[src/rtl/resp_uart_tx.sv]
// ============================================================================
//  Module      : resp_uart_tx
//  Description : Read-response UART transmitter. Each accepted 16-bit word is
//                sent on an 8N1 serial line as the 7-byte ASCII message
//                'M', four uppercase hex digits (MSB nibble first), CR, LF.
//  Revision    : 1.0 - initial release
// ============================================================================
`default_nettype none

module resp_uart_tx #(
  parameter int CLOCKS_PER_BAUD = 104
) (
  input  logic        clk,
  input  logic        rst,
  input  logic [15:0] data_i,
  input  logic        valid_i,
  output logic        ready_o,
  output logic        txd,
  output logic        busy_o
);

  // Baud counter is wide enough to hold CLOCKS_PER_BAUD-1 (legal values >= 2).
  localparam int              CNT_W     = (CLOCKS_PER_BAUD > 2) ? $clog2(CLOCKS_PER_BAUD) : 1;
  localparam logic [CNT_W-1:0] BAUD_LAST = CNT_W'(CLOCKS_PER_BAUD - 1);
  localparam logic [2:0]       LAST_BYTE = 3'd6;
  localparam logic [2:0]       LAST_BIT  = 3'd7;

  typedef enum logic [1:0] {
    IDLE  = 2'd0,
    START = 2'd1,
    DATA  = 2'd2,
    STOP  = 2'd3
  } state_t;

  state_t           state;
  logic [15:0]      word;
  logic [2:0]       byte_idx;
  logic [2:0]       bit_idx;
  logic [CNT_W-1:0] baud_cnt;
  logic             txd_r;
  logic             ready_r;
  logic             busy_r;

  logic [3:0]       nibble;
  logic [7:0]       cur_byte;
  logic             baud_done;
  logic [2:0]       next_bit;

  assign baud_done = (baud_cnt == BAUD_LAST);
  assign next_bit  = bit_idx + 3'd1;

  // Pick the nibble of the captured word for hex-digit bytes 1..4.
  always_comb begin
    nibble = 4'h0;
    case (byte_idx)
      3'd1:    nibble = word[15:12];
      3'd2:    nibble = word[11:8];
      3'd3:    nibble = word[7:4];
      3'd4:    nibble = word[3:0];
      default: nibble = 4'h0;
    endcase
  end

  // Message byte for the current byte index; digits are uppercase ASCII hex.
  always_comb begin
    cur_byte = 8'h0A;
    case (byte_idx)
      3'd0:                   cur_byte = 8'h4D;
      3'd1, 3'd2, 3'd3, 3'd4: cur_byte = (nibble < 4'd10) ? (8'h30 + {4'h0, nibble})
                                                          : (8'h37 + {4'h0, nibble});
      3'd5:                   cur_byte = 8'h0D;
      default:                cur_byte = 8'h0A;
    endcase
  end

  // Framing FSM: txd, ready and busy are all driven straight from flops.
  always_ff @(posedge clk or posedge rst) begin
    if (rst) begin
      state    <= IDLE;
      word     <= 16'h0000;
      byte_idx <= 3'd0;
      bit_idx  <= 3'd0;
      baud_cnt <= '0;
      txd_r    <= 1'b1;
      ready_r  <= 1'b1;
      busy_r   <= 1'b0;
    end else begin
      case (state)
        IDLE: begin
          if (valid_i) begin
            word     <= data_i;
            byte_idx <= 3'd0;
            bit_idx  <= 3'd0;
            baud_cnt <= '0;
            txd_r    <= 1'b0;
            ready_r  <= 1'b0;
            busy_r   <= 1'b1;
            state    <= START;
          end
        end
        START: begin
          if (baud_done) begin
            baud_cnt <= '0;
            bit_idx  <= 3'd0;
            txd_r    <= cur_byte[0];
            state    <= DATA;
          end else begin
            baud_cnt <= baud_cnt + CNT_W'(1);
          end
        end
        DATA: begin
          if (baud_done) begin
            baud_cnt <= '0;
            if (bit_idx == LAST_BIT) begin
              txd_r <= 1'b1;
              state <= STOP;
            end else begin
              bit_idx <= next_bit;
              txd_r   <= cur_byte[next_bit];
            end
          end else begin
            baud_cnt <= baud_cnt + CNT_W'(1);
          end
        end
        STOP: begin
          if (baud_done) begin
            baud_cnt <= '0;
            if (byte_idx == LAST_BYTE) begin
              // Line stays high; the block is ready the very next cycle.
              byte_idx <= 3'd0;
              bit_idx  <= 3'd0;
              ready_r  <= 1'b1;
              busy_r   <= 1'b0;
              state    <= IDLE;
            end else begin
              // Next start bit follows the stop bit with no gap.
              byte_idx <= byte_idx + 3'd1;
              txd_r    <= 1'b0;
              state    <= START;
            end
          end else begin
            baud_cnt <= baud_cnt + CNT_W'(1);
          end
        end
        default: begin
          state   <= IDLE;
          txd_r   <= 1'b1;
          ready_r <= 1'b1;
          busy_r  <= 1'b0;
        end
      endcase
    end
  end

  assign ready_o = ready_r;
  assign busy_o  = busy_r;
  assign txd     = txd_r;

endmodule

`default_nettype wire
[config.mk]
export PLATFORM = sky130hd
export DESIGN_NAME = resp_uart_tx
export DESIGN_NICKNAME = d
export VERILOG_FILES = /design/src/rtl/resp_uart_tx.sv
export SDC_FILE = /design/constraint.sdc
export NUM_CORES = 1
export LEC_CHECK = 0
export BUFFER_PORTS_ARGS = -buffer_cell sky130_fd_sc_hd__buf_2
export CORE_MARGIN = 8
export CORE_UTILIZATION = 50
export DETAILED_ROUTE_END_ITERATION = 10
export PLACE_DENSITY = 0.68
export SETUP_SLACK_MARGIN = 0.3
export SYNTH_ARGS = -nofsm -noshare
export SYNTH_HDL_FRONTEND = slang
export SYNTH_SLANG_ARGS = --single-unit
[constraint.sdc]
create_clock -name clk -period 3 [get_ports clk]
set_input_delay 0.3 -clock clk [delete_from_list [all_inputs] [get_ports clk]]
set_output_delay 0.3 -clock clk [all_outputs]
set_load 0.01 [all_outputs]
# [After elaboration in Yosys (flattened, before gate mapping)]
# Cells that the tools add are included.
[totals] reg_bits=34 inputBits=19 output_inout_bits=3 word_cells=84
[op_classes] add_sub_neg=5 magnitude_cmp=2 eq_ne=19 mux=39 reduce_logical=11
[op_table] op="two-way mux 3 bit" n=8
[op_table] op="two-way mux 7 bit" n=3
[op_table] op="case mux 7 bit (3 select lines)" n=1
[op_table] op="inequality test 2 bit (second input constant)" n=8
[op_table] op="case mux 4 bit (4 select lines)" n=1
[op_table] op="adder 6 x 4 -> 7 bit (first input constant)" n=2
[op_table] op="case mux 7 bit (2 select lines)" n=1
[op_table] op="two-way mux 1 bit" n=13
[op_table] op="== test 3 bit (second input constant)" n=4
[op_table] op="case mux 3 bit (4 select lines)" n=1
[op_table] op="two-way mux 2 bit" n=5
[op_table] op="AND reduction 5 bit" n=2
[op_table] op="case mux 2 bit (4 select lines)" n=1
[op_table] op="adder 7 x 1 -> 7 bit (second input constant)" n=1
[op_table] op="== test 7 bit (second input constant)" n=1
[op_table] op="adder 3 x 1 -> 3 bit (second input constant)" n=2
[op_table] op="== test 3 x 2 -> 1 bit (second input constant)" n=2
[op_table] op="case mux 3 bit (2 select lines)" n=1
[op_table] op="AND reduction 6 bit" n=1
[op_table] op="== test 2 bit (second input constant)" n=2
[op_table] op="less-than comparator 3 x 4 -> 1 bit (second input constant)" n=1
[op_table] op="less-than comparator 4 bit (second input constant)" n=1
[op_table] op="case mux 1 bit (2 select lines)" n=2
[op_table] op="case mux 1 bit (4 select lines)" n=1
[op_table] op="11 further kinds" n=11

# [Longest topological paths before layout]
[depth] ltp_word=10 mapped_depth=9 mapped_depth_nobuf=8

# [Least setup slack after synthesis]
# No wires, ideal clock.
[synth_path] path_type="reg2reg" start="register byte_idx[1]" end="register txd_r (netlist: txd)" setup_ps=89 arrival_ps=2322 required_time_ps=2911 path_slack_ps=589 stages_incl_launch_ff=10 path_buffers=1 period_less_slack_ps=2411 path_cell_list="dfrtp_1 buf_2 and2_1 ha_1 a221oi_2 nand2b_2 xnor2_1 o2111ai_1 a2111oi_1 o21ai_1"
[synth_via] elab_chain_cells=10
[synth_rtl] element="start: declaration" line="37" text="logic [2:0] byte_idx;"
[synth_rtl] element="start signal: assignment" line="137" text="byte_idx <= byte_idx + 3'd1;"
[synth_rtl] element="== test 3 bit (tied with other cells)" line="55, 67"
[synth_rtl] element="case mux 4 bit (4 select lines)" line="55" text="case (byte_idx)"
[synth_rtl] element="adder 6 x 4 -> 7 bit (tied with other cells)" line="70" text=": (8'h37 + {4'h0, nibble});"
[synth_rtl] element="two-way mux 7 bit" line="69" text="3'd1, 3'd2, 3'd3, 3'd4: cur_byte = (nibble < 4'd10) ? (8'h30 + {4'h0, nibble})"
[synth_rtl] element="case mux 7 bit (3 select lines)" line="67" text="case (byte_idx)"
[synth_rtl] element="binary-select mux 1 bit (select 3 bit)" line="119" text="txd_r <= cur_byte[next_bit];"
[synth_rtl] element="two-way mux 1 bit (implied by the code)" line="119"
[synth_rtl] element="two-way mux 1 bit" line="114" text="if (bit_idx == LAST_BIT) begin"
[synth_rtl] element="two-way mux 1 bit" line="112" text="if (baud_done) begin"
[synth_rtl] element="case mux 1 bit (4 select lines)" line="88" text="case (state)"
[synth_rtl] element="end signal: assignment" line="105" text="txd_r <= cur_byte[0];"
[synth_rtl] element="end signal: assignment" line="119"
[synth_rtl] element="end: declaration" line="40" text="logic txd_r;"
# Several ways; a longest one is shown, not always the timed one. The select of a mux whose other input is x is not followed.
# A chain may end at the register's enable or synchronous reset.

# [Final worst setup path]
[layout_path] start="register byte_idx[2]" end="register txd_r (netlist: txd)"
# Same word-level chain as after synthesis.

==> flow_summary.yaml <==
outcome:
  status: "finished clean"
worst_setup_path:
  crit_required_ns: 3.21
  reg2reg_from: "byte_idx[2]$_DFFE_PP0P_"
  arrival_ns: 2.70
  crit_path_start_kind: "flop"
  path_class: "reg2reg"
  crit_fanout: 14
  critPathLaunch: "byte_idx[2]$_DFFE_PP0P_"
  r2r_setup_slack_ns: 0.51
  r2r_cells: 8
  worst_setup_path_end_kind: "flop"
  worstSetupEndpoint: "txd$_DFFE_PP1P_"
  reg2reg_to: "txd$_DFFE_PP1P_"
sta:
  worst_pin_slew_ns: 0.708
  final.setup.tns_ns: 0
  slew_violations: 0
  fmax_ghz: 0.402
  fin_skew_ns: 0.00394
  setup_violations: 0
  worst_slew_margin_rel_pct: 52.7
  hold_viol: 0
  post-route-period-util_pct: 83.0
  rsz0062_at_grt: "false"
  fin_crit_ns: 2.49
clock_network:
  clock_path_buffers: 2
  clkSinkCount: 34
  clk_pin_slew_ns: 0.07
  cts_tree: "yes"
  cts_hold_buf: 0
  clk_latency_ns: 0.29
  htreeDepth: 2
  cts-root-buf: "clkbuf_8"
  postCtsSetupBuffers: 0
  numCtsBuffers: 5
synth:
  synth_top_family_by_area: "simple AND/OR/NAND/NOR gates"
  ys_types: 50
  synth-simple-area-share_pct: 19.2
  synthAdderAreaFrac_pct: 5.56
  yosys-mux-area-fraction_pct: 8.89
  synth_top_area_share_pct: 39.5
  post-synth-top-count-cell: "dfrtp_1"
  ys_warn_count: 0
  synth_area_um2: 2030
  ys_top_cells_by_count: "dfrtp_1 (32), nand2_1 (17), mux2_2 (16)"
  synthArstFlopShare_pct: 100
  ys_ff_latch: 34
  synth_edf_count: 0
  syn_nets: 222
  synth_xor_area_share_pct: 1.73
  yosysTopAreaCell: "dfrtp_1"
  ys_seq_area_share_pct: 42.1
  ys.flop_type: "dfrtp_1"
  synth-compound-area-share_pct: 18.9
  synthTopCellsByArea: "dfrtp_1 (40%), mux2_2 (8.9%), ha_1 (5.6%)"
  postSynthCellCount: 194
  avgSynthCellArea_um2: 10.4
power_and_ir_drop:
  p_per_area_nw_per_um2: 365
  vdd_drop_max_mv: 0.301
  p_total_mw: 0.826
  p_leak_nw: 1.04
finish:
  fin_cells: 269
  syn2layout_area_growth_pct: 11.8
  stdcell_area_um2: 2260
  final_nets: 247
  final_core_util_pct: 57.4
  drive_gt1_share_pct: 26.9
  n_antenna_cell: 0
hold_path:
  holdCritPathClass: "in2async"
place:
  gp_congestion: 0.936
  dp_cells: 262
  hpwl_um: 3190
  placed_area_um2: 2180
  io_buffer_count: 21
route:
  wl_per_cell_um: 15.4
  via_per_inst: 5.73
  drtIter0Drc: 71
  postRouteAntennaNets: 0
  wirelength_um: 4150
  first_pass_iters: 4
  drc: 0
  num_vias: 1542
floorplanning:
  die_x_um: 79.7
  die_y_um: 79.7
  core_area_um2: 3940
  std_cell_rows: 23
  dieArea_um2: 6340
  ios: 22
  initial_utilization_pct: 51.4
global_routing:
  grt_pass1_vias: 1566
  grt_first_pass_wirelength_um: 7230
  grt_overflow: 0
  grt_start_max_net_pins: 20
  track_usage_pct: 14.4
  antenna_found_initial: 0
flow_run:
  cap_violations: 0
-- layout make-up --
type | instances | area, um^2
fill | 330 | 1680
multi-input combinational | 145 | 1100
sequential | 34 | 855
timing repair buffer | 24 | 128
clock buffer | 7 | 86.3
tap | 50 | 62.6
inverter | 9 | 33.8
-- cells in the final DEF (no fill, tap or decap), drive strengths merged, types with 2 or more instances in the layout --
cell,count
nor3,4
nor2b,4
nand2b,3
o22ai,2
inv,9
dfstp,2
xnor2,2
a21o,3
xor2,2
o21ai,7
a211oi,2
or2,2
dfrtp,32
a21oi,12
a22o,4
o31ai,2
a221oi,4
or3,5
nor2,12
buf,24
nor3b,2
nand2,17
mux2,16
ha,9
nand3,3
or2b,2
clkbuf,7
nand3b,9
nand4,4
-- repair_timing --
| action | CTS | global route |
|---|---|---|
| endpoints found under the hold margin | 0 | 0 |
| resized for setup | 0 | 1 |
| endpoints found under the setup margin | 0 | 1 |
-- report_power, final --
group          internal [mW]  switching (mW)  total (mW)
Combinational        0.00936          0.0118      0.0212
Clock                  0.182           0.164       0.346
Sequential             0.458               0       0.458
Total                  0.650           0.176       0.826
-- kinds of logic (layout without fill, tap and decap cells) --
kind of cell | after synthesis | count (layout)
and+or+nand+nor | 70 | 70
AOI/OAI and AO/OA | 46 | 46
DFF | 34 | 34
muxes | 16 | 16
buffers and inverters | 15 | 40
adders and majority gates | 9 | 9
xor gates and xnor gates | 4 | 4
-- critical path, stage by stage, from the launching register on --
cell and delay (ns):
dfrtp_2 0.50, inv_1 0.11, ha_1 0.35, a221oi_2 0.50, nand2b_2 0.22, xnor2_1 0.11
o2111ai_1 0.12, a2111oi_1 0.37, o21ai_1 0.12
-- metal layers --
layer  vias up  wire length (um)  track usage (%)
met5         -                 0                0
met4         0                70             5.00
met3         8               162             4.62
met2        27              2150             25.2
met1       743              1770             16.0
li1        764                 -                -
-- worst min-delay path by stage --
stage | from | endpoint | slack (ns) | cells after the start
floorplan | rst | baud_cnt[0]$_DFFE_PP0N_ | 0.44 | 1
global placement | rst | word[15]$_DFFE_PP0P_ | 0.41 | 2
detailed placement | rst | word[15]$_DFFE_PP0P_ | 0.43 | 2
CTS | rst | word[0]$_DFFE_PP0P_ | 0.12 | 2
global route | rst | word[0]$_DFFE_PP0P_ | 0.17 | 2
finish | rst | word[0]$_DFFE_PP0P_ | 0.1 | 2
-- through the flow --
stage	setup WS, ns	hold slack, ns
floorplan	0.589	0.440
global placement	0.500	0.410
detailed placement	0.396	0.426
CTS	0.378	0.118
global route	0.313	0.171
finish	0.511	0.0972
-- registers in the layout (all words and copies together), names as in the netlist --
| register | flops |
|---|---|
| ready_o | 1 |
| txd | 1 |
| state | 2 |
| bit_idx | 3 |
| byte_idx | 3 |
| baud_cnt | 7 |
| word | 16 |
| busy_o | 1 |
Power figures use the tool's default switching activity.
